**config.mk**
```make
export PLATFORM = sky130hd
export DESIGN_NAME = pipe_stage_skid
export DESIGN_NICKNAME = d
export VERILOG_FILES = /design/src/rtl/pipe_stage_skid.sv
export SDC_FILE = /design/constraint.sdc
export NUM_CORES = 1
export LEC_CHECK = 0
export CAP_MARGIN = 20
export CORE_MARGIN = 4
export CORE_UTILIZATION = 55
export CTS_CLUSTER_SIZE = 24
export DETAILED_ROUTE_END_ITERATION = 16
export HOLD_SLACK_MARGIN = 0.03
export PLACE_DENSITY = 0.83
export SKIP_CTS_REPAIR_TIMING = 1
export SYNTH_ARGS = -nofsm -noshare
export SYNTH_HDL_FRONTEND = slang
export SYNTH_SLANG_ARGS = --single-unit
```
**constraint.sdc**
```tcl
create_clock -name clk -period 5.8 [get_ports clk]
set_input_delay 1.16 -clock clk [delete_from_list [all_inputs] [get_ports clk]]
set_output_delay 1.16 -clock clk [all_outputs]
set_load 0.03 [all_outputs]
```
**src/rtl/pipe_stage_skid.sv**
```systemverilog
// Elastic pipeline-stage register: valid/ready handshake, 2-entry skid buffer,
// synchronous flush with NOP bubbles, and saturating bubble/flush profiling counters.
module pipe_stage_skid #(
    parameter int DATA_W = 128,
    parameter int CTRL_W = 12,
    parameter int CNT_W  = 16
) (
    input  logic              clk,
    input  logic              reset,
    input  logic              flush,
    input  logic              in_valid,
    output logic              in_ready,
    input  logic [CTRL_W-1:0] in_ctrl,
    input  logic [DATA_W-1:0] in_data,
    output logic              out_valid,
    input  logic              out_ready,
    output logic [CTRL_W-1:0] out_ctrl,
    output logic [DATA_W-1:0] out_data,
    output logic [1:0]        occupancy,
    output logic [CNT_W-1:0]  bubble_cnt,
    output logic [CNT_W-1:0]  flush_cnt
);

    localparam logic [1:0] OCC_EMPTY = 2'd0;
    localparam logic [1:0] OCC_ONE   = 2'd1;
    localparam logic [1:0] OCC_TWO   = 2'd2;

    logic [CTRL_W-1:0] skid_ctrl;
    logic [DATA_W-1:0] skid_data;
    logic              accept;
    logic              pop;
    logic [1:0]        occ_nxt;

    assign accept = in_valid & in_ready & ~flush;
    assign pop    = out_valid & out_ready;

    always_comb begin
        occ_nxt = occupancy;
        if (flush) begin
            occ_nxt = OCC_EMPTY;
        end else begin
            case (occupancy)
                OCC_EMPTY: if (accept) occ_nxt = OCC_ONE;
                OCC_ONE: begin
                    if (accept && !pop)      occ_nxt = OCC_TWO;
                    else if (!accept && pop) occ_nxt = OCC_EMPTY;
                end
                OCC_TWO:   if (pop) occ_nxt = OCC_ONE;
                default:   occ_nxt = OCC_EMPTY;
            endcase
        end
    end

    // out_valid/in_ready are registered copies of the next occupancy, keeping
    // every output a flop with no path from the handshake inputs.
    always_ff @(posedge clk or negedge reset) begin
        if (!reset) begin
            occupancy <= OCC_EMPTY;
            out_valid <= 1'b0;
            in_ready  <= 1'b1;
            out_ctrl  <= '0;
            out_data  <= '0;
            skid_ctrl <= '0;
            skid_data <= '0;
        end else begin
            occupancy <= occ_nxt;
            out_valid <= (occ_nxt != OCC_EMPTY);
            in_ready  <= (occ_nxt != OCC_TWO);
            if (flush) begin
                out_ctrl  <= '0;
                out_data  <= '0;
                skid_ctrl <= '0;
                skid_data <= '0;
            end else begin
                case (occupancy)
                    OCC_EMPTY: begin
                        if (accept) begin
                            out_ctrl <= in_ctrl;
                            out_data <= in_data;
                        end
                    end
                    OCC_ONE: begin
                        if (accept && pop) begin
                            out_ctrl <= in_ctrl;
                            out_data <= in_data;
                        end else if (accept) begin
                            skid_ctrl <= in_ctrl;
                            skid_data <= in_data;
                        end else if (pop) begin
                            // Drain to empty: control becomes a NOP, data is left as-is.
                            out_ctrl <= '0;
                        end
                    end
                    OCC_TWO: begin
                        if (pop) begin
                            out_ctrl <= skid_ctrl;
                            out_data <= skid_data;
                        end
                    end
                    default: ;
                endcase
            end
        end
    end

    always_ff @(posedge clk or negedge reset) begin
        if (!reset) begin
            bubble_cnt <= '0;
            flush_cnt  <= '0;
        end else begin
            if (out_ready && !out_valid && (bubble_cnt != {CNT_W{1'b1}}))
                bubble_cnt <= bubble_cnt + CNT_W'(1);
            if (flush && ((occupancy != OCC_EMPTY) || in_valid) && (flush_cnt != {CNT_W{1'b1}}))
                flush_cnt <= flush_cnt + CNT_W'(1);
        end
    end

endmodule

```
## Word level (Yosys, flattened, before mapping)

Cells that the tools add are included.

| storage, ports and cells | value |
|---|---|
| input port bits | 145 |
| word-level logic and storage cells | 70 |
| register bits | 316 |
| output and inout bits | 176 |

| cells by class | value |
|---|---|
| mux-type cells | 24 |
| $add $sub $neg | 2 |
| equal/unequal tests | 11 |
| reductions and logical operators | 20 |
| bitwise logic cells | 4 |

Operator list:

| kind | count |
|---|---|
| 2-to-1 mux 128 bit | 7 |
| one-hot mux 128 bit (3 select lines) | 1 |
| 2-to-1 mux 12 bit | 9 |
| one-hot mux 12 bit (3 select lines) | 1 |
| adder 16 x 1 -> 16 bit (second input constant) | 2 |
| != test 16 bit (second input constant) | 2 |
| 2-to-1 mux 2 bit | 5 |
| != test 3 bit (second input constant) | 3 |
| != test 4 bit (second input constant) | 2 |
| nonzero test 2 bit | 4 |
| logical AND 1 bit | 7 |
| one-hot mux 2 bit (3 select lines) | 1 |
| AND reduction 5 bit | 1 |
| != test 2 bit (second input constant) | 2 |
| AND reduction 4 bit | 1 |
| nonzero test 4 bit | 1 |
| AND 1 bit | 3 |
| logical NOT 1 bit | 3 |
| AND reduction 3 bit | 1 |
| equality test 2 x 1 -> 1 bit (second input constant) | 1 |
| equality test 2 bit (second input constant) | 1 |
| logical NOT 2 bit | 1 |
| logical OR 1 bit | 1 |
| inverter 1 bit | 1 |

## Logic depth before layout (Yosys ltp)

Gate-level depths: netlist of run 1.

| depth | value |
|---|---|
| depth after elaboration | 9 |
| gate-level depth with buffers | 10 |
| depth with buffers taken out | 7 |

## Least setup slack after synthesis of run 1

No wires, ideal clock.

| path | value |
|---|---|
| path type | input-to-reg |
| from | in in_valid |
| to | reg out_data[0] |
| arrival | 2.375 ns |
| buffers on the path | 2 |
| cell stages on the path | 7 |
| slack | 3.300 ns |
| data required time | 5.675 ns |
| setup time | 0.125 ns |
| cells stage by stage | nand2_1 > or3_1 > a21oi_2 > nor3_2 > buf_12 > buf_12 > mux2_4 |

| on the way | value |
|---|---|
| longest elaborated chain between the ends | 5 |
| elaborated cells on any way between the ends | 6 |
| those cells by class | 2 x eq/ne; 2 x bitwise; 2 x reduce/logical |

RTL lines:

| item | line | source |
|---|---|---|
| from (decl) | 11 | `input logic in_valid,` |
| AND 1 bit (*) (2 in series) | 34 | `assign accept = in_valid & in_ready & ~flush;` |
| logical AND 1 bit | 83 | `if (accept && pop) begin` |
| != test 3 bit (no line) | n/a |  |
| AND reduction 4 bit (no line) (*) | n/a |  |
| to (signal assigned) | 79 | `out_data <= in_data;` |
| to (signal assigned) | 85 | `out_data <= in_data;` |
| to (signal assigned) | 97 | `out_data <= skid_data;` |
| to (decl) | 18 | `output logic [DATA_W-1:0] out_data,` |

Mark *: on every way between the ends. The rest lies on a longest branch, timed or not.
A chain may end at the register's enable or synchronous reset.

## Worst setup path after layout of run 1

| path | value |
|---|---|
| from | in in_valid |
| to | reg out_data[60] |

The elaborated chain is that of the path after synthesis.

==> results.json, run 1 <==
{
  "ioPinCount": 321,
  "grt_first_pass_wirelength_um": 58300,
  "layout_common_cells": "318 x clkdlybuf4s50_1, 315 x dfrtp_1, 141 x a22o_1",
  "core_area_um2": 25900,
  "initial_utilization_pct": 55.7,
  "cp_top_family": "buffers and inverters",
  "power_density_nw_per_um2": 327,
  "placed_cells": 1669,
  "setup_viol": 0,
  "cp-start-kind": "input pin",
  "area_growth_pct": 31.1,
  "yosysSeqAreaShare_pct": 54.8,
  "p_leak_uw": 0.00840,
  "port_buffers": 320,
  "clock-root-buffer": "clkbuf_16",
  "hold_class": "flop to flop",
  "skew_ns": 0.0107,
  "min_period_over_period_pct": 55.7,
  "synth_area_um2": 14400,
  "crit_fanout": 57,
  "num_rows": 59,
  "cts_max_path_buffers": 3,
  "fin_cells": 1730,
  "cts_max_level": 2,
  "cts_made_buffers": 35,
  "synth_nets": 1233,
  "use_met1_pct": 34.8,
  "gr-total-overflow": 0,
  "fmax_mhz": 309,
  "yosys_warnings": 0,
  "syn_avg_cell_area_um2": 13.3,
  "worstPathArrival_ns": 3.61,
  "crit_path_end_kind": "flop",
  "postRouteWirelength_um": 36500,
  "synth_seq_cells": 316,
  "grt_max_degree": 126,
  "clock_sinks": 316,
  "worstMarginPinSlew_ns": 1.09,
  "final_nets": 1522,
  "grt-busiest-layer": "met2",
  "clk_latency_ns": 0.50,
  "fill_cells": 1652,
  "crit_cells": 7,
  "antenna_found_initial": 0,
  "first_global_vias": 10600,
  "drc": 0,
  "clk_pin_slew_ns": 0.06,
  "post-route-min-period_ns": 3.23,
  "pwr-share-clk_pct": 37.6,
  "place.gp.congestion": 0.840,
  "die-height_um": 170,
  "async_reset_ff_share_pct": 100,
  "slowest_stage": "buf_4",
  "p_int_uw": 4430,
  "dieArea_um2": 28900,
  "dpl.hpwl_um": 23000,
  "cts_tree": "yes",
  "final_common_cell": "clkdlybuf4s50_1",
  "required_ns": 6.18,
  "relSlewSlack_pct": 27.4,
  "synth_ff_type": "dfrtp_1",
  "met3_usage_pct": 5.71,
  "netlist-cell-type-count": 43,
  "rsz0062_at_grt": "false",
  "net-switching-power_uw": 1750,
  "dr.pass1.iters": 5,
  "finalSetupTns_ns": 0,
  "drive_above_1_share_pct": 15.4,
  "vias": 10100,
  "crit_type": "input pin to flop",
  "worst-path-buf-inv": 2,
  "viasPerCell": 5.84,
  "synth-edff-count": 0,
  "worstPathCellList": "clkdlybuf4s50_1 > nand2_1 > or3_1 > a21oi_2 > nor3_4 > buf_4 > mux2_2",
  "slew_violations": 0,
  "slowest_delay_ns": 0.80,
  "total_power_uw": 6190,
  "antenna_cells": 0,
  "holdPathStages": 1,
  "netlist_instances": 1082,
  "drtAntennaViolNets": 0,
  "p_sw_share_pct": 28.3,
  "cap_violations": 0,
  "hold_viol": 0,
  "p_comb_share_pct": 21.1,
  "drt_iter0_drc": 863,
  "r2r_cells": 8,
  "ir_worst_vdd_v": 0.000250,
  "grtUsageTotal_pct": 24.7,
  "die_x_um": 170,
  "grt.met2_usage_pct": 38.8,
  "utilization_pct": 73.0,
  "wl_per_cell_um": 21.1,
  "status": "finished clean",
  "p_seq_share_pct": 41.3
}
-- final timing paths --
kind	from	to	slack [ns]
max reg2reg	occupancy[0]	out_data[60]	2.84
min reg2reg	out_ctrl[4]	out_ctrl[4]	0.49
min in group asynchronous	reset	skid_data[74]	0.71
max in group asynchronous	reset	skid_data[46]	3.89
max	in_valid	out_data[60]	2.57
min	out_ctrl[4]	out_ctrl[4]	0.49
-- cell type report --
class / count / area [um2] / area share (%)
Clock buffer: 45 / 1040 / 5.47
Clock inverter: 16 / 186 / 0.985
Inverter: 6 / 22.5 / 0.119
Multi-Input combinational cell: 680 / 6020 / 31.8
Sequential cell: 316 / 7910 / 41.8
Tap cell: 335 / 419 / 2.21
Timing Repair Buffer: 332 / 3330 / 17.6
-- state kept, by name, indices dropped and copies added, names as in the netlist, 2 cells and up --
register	flops
out_data	128
skid_data	128
bubble_cnt	16
flush_cnt	16
out_ctrl	12
skid_ctrl	12
occupancy	2
-- cell families after synthesis --
kind of cell / after synthesis / synth area share [%]
adder cells (fa/ha/maj): 6 / 0.520
XOR/XNOR: 28 / 1.70
AO/OA/AOI/OAI: 176 / 10.5
buffers and inverters: 86 / 3.83
flip-flops: 316 / 54.8
multiplexers: 259 / 22.2
AND/OR/NAND/NOR: 211 / 6.47
-- metrics by stage --
stage	hold WS [ns]	setup WS (ns)	cell area, um2
6_report	0.494	2.57	18900
4_1_cts	0.495	2.61	18900
2_1_floorplan	0.473	3.30	14400
3_5_place_dp	0.476	2.08	17700
3_3_place_gp	0.473	2.15	17700
5_1_grt	0.501	2.42	18900
-- Yosys cell counts, drive strengths merged, types with 4 or more instances --
library cell  instances  area [um2]
dfrtp               315        7880
a22o                141        1230
nor2                139         522
mux2                130        1910
mux2i               129        1290
clkbuf               42         158
buf                  38         373
xnor2                17         149
a22oi                13        97.6
nand3                13        65.1
nand4                13        81.3
nand2                12        45.0
o2bb2ai              12         105
xor2                 11        96.3
nor3                  9        50.1
and3                  6        37.5
ha                    6        75.1
inv                   6        22.5
nor4                  5        31.3
nand2b                4        25.0
-- power by group through the flow --
stage               registers [uW]  clock network, uW  logic (uW)
floorplan                     2850                  0         463
global placement              2580                  0        1290
detailed placement            2590                  0        1310
CTS                           2560               2370        1320
global route                  2580               2460        1380
finish                        2560               2330        1310
-- metal layers --
metal | vias up | wire (um) | share of wire, %
met2 | 355 | 17100 | 47
li1 | 4509 | - | -
met3 | 79 | 2540 | 6.9
met4 | 0 | 1080 | 3.0
met1 | 5155 | 15700 | 43
met5 | - | 0 | 0
No activity file was read; power rests on OpenSTA's default activity.
==> inputs of run 2 (changes only) <==
--- a/config.mk
+++ b/config.mk
@@ -7,11 +7,11 @@
 export LEC_CHECK = 0
 export CAP_MARGIN = 20
 export CORE_MARGIN = 4
-export CORE_UTILIZATION = 55
+export CORE_UTILIZATION = 51
 export CTS_CLUSTER_SIZE = 24
 export DETAILED_ROUTE_END_ITERATION = 16
 export HOLD_SLACK_MARGIN = 0.03
-export PLACE_DENSITY = 0.83
+export PLACE_DENSITY = 0.78
 export SKIP_CTS_REPAIR_TIMING = 1
 export SYNTH_ARGS = -nofsm -noshare
 export SYNTH_HDL_FRONTEND = slang
==> constraint.sdc (replaced) <==
create_clock -name clk -period 3.39 [get_ports clk]
set_input_delay 0.678 -clock clk [delete_from_list [all_inputs] [get_ports clk]]
set_output_delay 0.678 -clock clk [all_outputs]
set_load 0.03 [all_outputs]
==> run 2 against run 1 <==
- non-clock buffer count rose by 7
- via count fell by 1.3%
- first-iteration DRC count fell by 18%
- largest power group unchanged
- highest routed layer is now met5
==> results.json, run 2 (same netlist as run 1, synthesis figures left out) <==
{
  "status": "finished clean",
  "cp-start-kind": "flop",
  "min_period_over_period_pct": 75.8,
  "worstPathCellList": "inv_1 > ha_4 > and3_1 > nand2_1 > a21oi_2 > nor3_4 > buf_12 > mux2_2",
  "ff2ff_setup_slack_ns": 0.82,
  "port_buffers": 320,
  "relSlewSlack_pct": 43.5,
  "dpl.hpwl_um": 23100,
  "ioPinCount": 321,
  "crit_fanout": 63,
  "cts_max_level": 2,
  "post-route-min-period_ns": 2.57,
  "layout_common_cells": "318 x clkdlybuf4s50_1, 315 x dfrtp_1, 141 x a22o_1",
  "first_global_vias": 10500,
  "grt_max_degree": 85,
  "top_regs": "out_data: 128 flops, skid_data: 128 flops",
  "hold_class": "input pin to asynchronous set/reset pin",
  "drc": 0,
  "clock-root-buffer": "clkbuf_16",
  "p_leak_uw": 0.00842,
  "worstPathArrival_ns": 2.95,
  "ir_worst_vdd_v": 0.000414,
  "utilization_pct": 68.4,
  "worstMarginPinSlew_ns": 0.845,
  "setup_viol": 0,
  "slew_violations": 0,
  "cap_violations": 0,
  "worst-path-buf-inv": 2,
  "drive_above_1_share_pct": 15.2,
  "dieArea_um2": 31100,
  "stdcell_area_um2": 19100,
  "cts_tree": "yes",
  "fmax_mhz": 389,
  "placed_area_um2": 17900,
  "required_ns": 3.77,
  "die-height_um": 176,
  "finalSetupTns_ns": 0,
  "grt_first_pass_wirelength_um": 57400,
  "final_common_cell": "clkdlybuf4s50_1",
  "final_nets": 1530,
  "clk_latency_ns": 0.49,
  "initial_utilization_pct": 51.8,
  "hold_viol": 0,
  "gr-total-overflow": 0,
  "grtUsageTotal_pct": 22.6,
  "vias": 9964,
  "power_density_nw_per_um2": 544,
  "postRouteWirelength_um": 35900,
  "num_rows": 61,
  "total_power_uw": 10400,
  "slowest_delay_ns": 0.45,
  "cts_max_path_buffers": 3,
  "crit_path_end_kind": "flop",
  "core_area_um2": 27900,
  "area_growth_pct": 32.1,
  "clock_sinks": 316,
  "clk_pin_slew_ns": 0.06,
  "drt_iter0_drc": 706,
  "antenna_found_initial": 2,
  "cp_top_family": "simple AND/OR/NAND/NOR gates",
  "skew_ns": 0.00754,
  "die_x_um": 176,
  "viasPerCell": 5.59,
  "slowest_stage": "dfrtp_1",
  "rsz0062_at_grt": "false",
  "place.gp.congestion": 0.837,
  "drtAntennaViolNets": 0,
  "cts_made_buffers": 36,
  "dr.pass1.iters": 5,
  "crit_type": "flop to flop",
  "wl_per_cell_um": 20.2
}
## run 2: cell types whose count changed in the layout (fill, tap and decap cells not counted), moves of 2 or more
cell and change:
clkbuf_1 +11, buf_12 +8, clkinv_2 -6, bufinv_16 -2, clkbuf_8 -2
## run 2: area by class of cell
class                      instances  area [um2]
antenna                            1        2.50
clock buffer                      54        1050
clock inverter                     9         105
fill                            1988        8790
inverter                           6        22.5
multi-input combinational        680        6020
sequential                       316        7910
tap                              378         473
timing repair buffer             339        3490
## run 2: path summary, 6_finish.rpt
kind,start,end,cells past startpoint
worst min register to register,flush_cnt[7],flush_cnt[7],1
worst max register to register,occupancy[0],out_data[63],8
worst min-delay path,reset,bubble_cnt[7],1
max in group asynchronous,reset,skid_data[37],2
min in group clk,flush,occupancy[0],2
worst max-delay path,occupancy[0],out_data[63],8
## run 2: power breakdown
group	switching (uW)	internal, uW
Clock	1480	2290
Combinational	1170	1060
Sequential	290	4090
Total	2940	7440
## run 2: worst register-to-register path, cell delays in order, from the launching register on
cell	delay, ns
dfrtp_1	0.45
inv_1	0.12
ha_4	0.28
and3_1	0.25
nand2_1	0.08
a21oi_2	0.06
nor3_4	0.30
buf_12	0.41
mux2_2	0.51
## run 2: stage by stage
step           instances  worst slack, ns  hold WS [ns]
3_5_place_dp        1719            0.544         0.478
6_report            1783            0.819         0.181
3_3_place_gp        1719            0.569         0.475
4_1_cts             1782            0.853         0.203
5_1_grt             1783            0.736         0.226
2_1_floorplan       1082             1.03         0.382
## run 2: layer usage
layer,vias to the layer above,routed length (um),GRT usage (%),part of all wire [%]
li1,4518,-,-,-
met3,64,2330,5.16,6.5
met5,-,8,0,0.022
met4,2,874,5.85,2.4
met1,5059,15700,31.4,44
met2,321,17000,36.3,47
==> inputs of run 3 (changes only) <==
--- a/config.mk
+++ b/config.mk
@@ -7,11 +7,11 @@
 export LEC_CHECK = 0
 export CAP_MARGIN = 20
 export CORE_MARGIN = 4
-export CORE_UTILIZATION = 51
+export CORE_UTILIZATION = 46
 export CTS_CLUSTER_SIZE = 24
 export DETAILED_ROUTE_END_ITERATION = 16
 export HOLD_SLACK_MARGIN = 0.03
-export PLACE_DENSITY = 0.78
+export PLACE_DENSITY = 0.74
 export SKIP_CTS_REPAIR_TIMING = 1
 export SYNTH_ARGS = -nofsm -noshare
 export SYNTH_HDL_FRONTEND = slang
==> constraint.sdc (replaced) <==
create_clock -name clk -period 2.2 [get_ports clk]
set_input_delay 0.44 -clock clk [delete_from_list [all_inputs] [get_ports clk]]
set_output_delay 0.44 -clock clk [all_outputs]
set_load 0.03 [all_outputs]
==> run 3 against run 2 <==
- register-to-register slack lost 0.81 ns
- final cell count grew 5.4%
- non-clock buffer count rose by 78
- global-route usage down 0.93 points
- hold slack improved by 0.084 ns
- sequential cell count stayed put
- largest cell class unchanged
- highest routed layer is now met4
==> results.json, run 3 (same netlist as run 1, synthesis figures left out) <==
{
  "initial_utilization_pct": 47.0,
  "clock-root-buffer": "clkbuf_16",
  "worstPathArrival_ns": 2.58,
  "drive_above_1_share_pct": 20.6,
  "postRouteWirelength_um": 38600,
  "crit_type": "flop to flop",
  "p_leak_uw": 0.00908,
  "cap_violations": 0,
  "final_common_cell": "dfrtp_1",
  "placed_area_um2": 18800,
  "grt_max_degree": 128,
  "num_rows": 64,
  "dieArea_um2": 34300,
  "relSlewSlack_pct": 49.6,
  "core_area_um2": 30700,
  "hold_viol": 0,
  "grt_first_pass_wirelength_um": 60100,
  "crit_path_end_kind": "flop",
  "layout_common_cells": "313 x dfrtp_1, 310 x clkdlybuf4s50_1, 141 x a22o_1",
  "grtUsageTotal_pct": 21.7,
  "register_area_um2": 7910,
  "area_growth_pct": 40.5,
  "stdcell_area_um2": 20300,
  "power_density_nw_per_um2": 816,
  "worstMarginPinSlew_ns": 0.756,
  "port_buffers": 320,
  "die_x_um": 185,
  "dpl.hpwl_um": 25700,
  "hold_class": "input pin to flop",
  "antenna_found_initial": 0,
  "crit_fanout": 7,
  "fin_ws_ns": 0.00830,
  "post-route-min-period_ns": 2.19,
  "final_nets": 1608,
  "setup_viol": 0,
  "fmax_mhz": 456,
  "gr-total-overflow": 0,
  "drtAntennaViolNets": 0,
  "finalSetupTns_ns": 0,
  "cp-start-kind": "flop",
  "fill_cells": 2253,
  "slew_violations": 0,
  "cts_max_level": 2,
  "clk_latency_ns": 0.51,
  "ir_worst_vdd_v": 0.000500,
  "total_power_uw": 16600,
  "clock_sinks": 316,
  "clk_pin_slew_ns": 0.06,
  "multi_input_area_um2": 6050,
  "viasPerCell": 5.50,
  "vias": 10300,
  "skew_ns": 0.00915,
  "rsz0062_at_grt": "true",
  "cts_made_buffers": 36,
  "ioPinCount": 321,
  "die-height_um": 185,
  "drc": 0,
  "top_regs": "out_data: 128 flops, skid_data: 128 flops",
  "min_period_over_period_pct": 99.6,
  "required_ns": 2.59,
  "dr.pass1.iters": 5,
  "status": "finished clean",
  "first_global_vias": 10900,
  "drt_iter0_drc": 644,
  "cts_tree": "yes",
  "wl_per_cell_um": 20.6,
  "place.gp.congestion": 0.818,
  "cts_max_path_buffers": 3,
  "pre_cts_ws_ns": -0.247
}
[run 3: changes by cell type in the layout (fill, tap and decap cells not counted), moves of 5 or more]
cell	before	now
clkbuf_16	37	42
buf_4	9	47
dlymetal6s2s_1	0	8
buf_6	0	5
clkdlybuf4s50_1	318	310
buf_12	11	36
clkbuf_1	11	5
[run 3: path summary, 6_finish.rpt]
path                                    from             end  depth (start not counted)  slack (ns)
worst max-delay path            occupancy[0]   out_data[110]                          9       0.008
worst min-delay path                   flush    occupancy[0]                          2        0.27
worst max register to register  occupancy[0]   out_data[110]                          9       0.008
worst min register to register   out_ctrl[2]     out_ctrl[2]                          1        0.49
max in group asynchronous              reset    out_data[21]                          4        1.05
min in group asynchronous              reset  bubble_cnt[11]                          2        0.42
[run 3: area by class of cell]
type	instances	share of cell area (%)
multi-input cells	680	29.9
clock inverters	15	0.833
well taps	396	2.44
clock buffers	49	5.13
flip-flops and latches	316	39.0
diodes	1	0.0123
repair buffers	417	22.6
inverters	6	0.123
[run 3: worst max-delay path, cell delays in order, from the launching register on]
cell,delay (ns)
dfrtp_2,0.41
inv_4,0.06
ha_4,0.19
or3_4,0.40
a21oi_4,0.17
nor3_4,0.07
buf_6,0.14
clkbuf_16,0.17
buf_16,0.15
mux2_4,0.30
[run 3: routing by layer]
layer | share of wire [%] | global-route usage, %
met1 | 43 | 29.6
met2 | 47 | 34.8
met3 | 7.0 | 5.79
met4 | 2.6 | 5.31
met5 | 0 | 0
[run 3: through the flow]
step | util (%) | hold slack, ns | instances
final | 65.9 | 0.265 | 1880
after global routing | 65.9 | 0.281 | 1879
after detailed placement | 61.0 | 0.359 | 1800
after floorplan | - | 0.144 | 1082
after global placement | 61.0 | 0.360 | 1800
after CTS | 64.9 | -0.181 | 1864
[run 3: power by group]
group	switching [uW]	total, uW	internal, uW
clock	2370	6050	3680
combinational	1900	3750	1850
sequential	456	6750	6300
total	4720	16600	11800
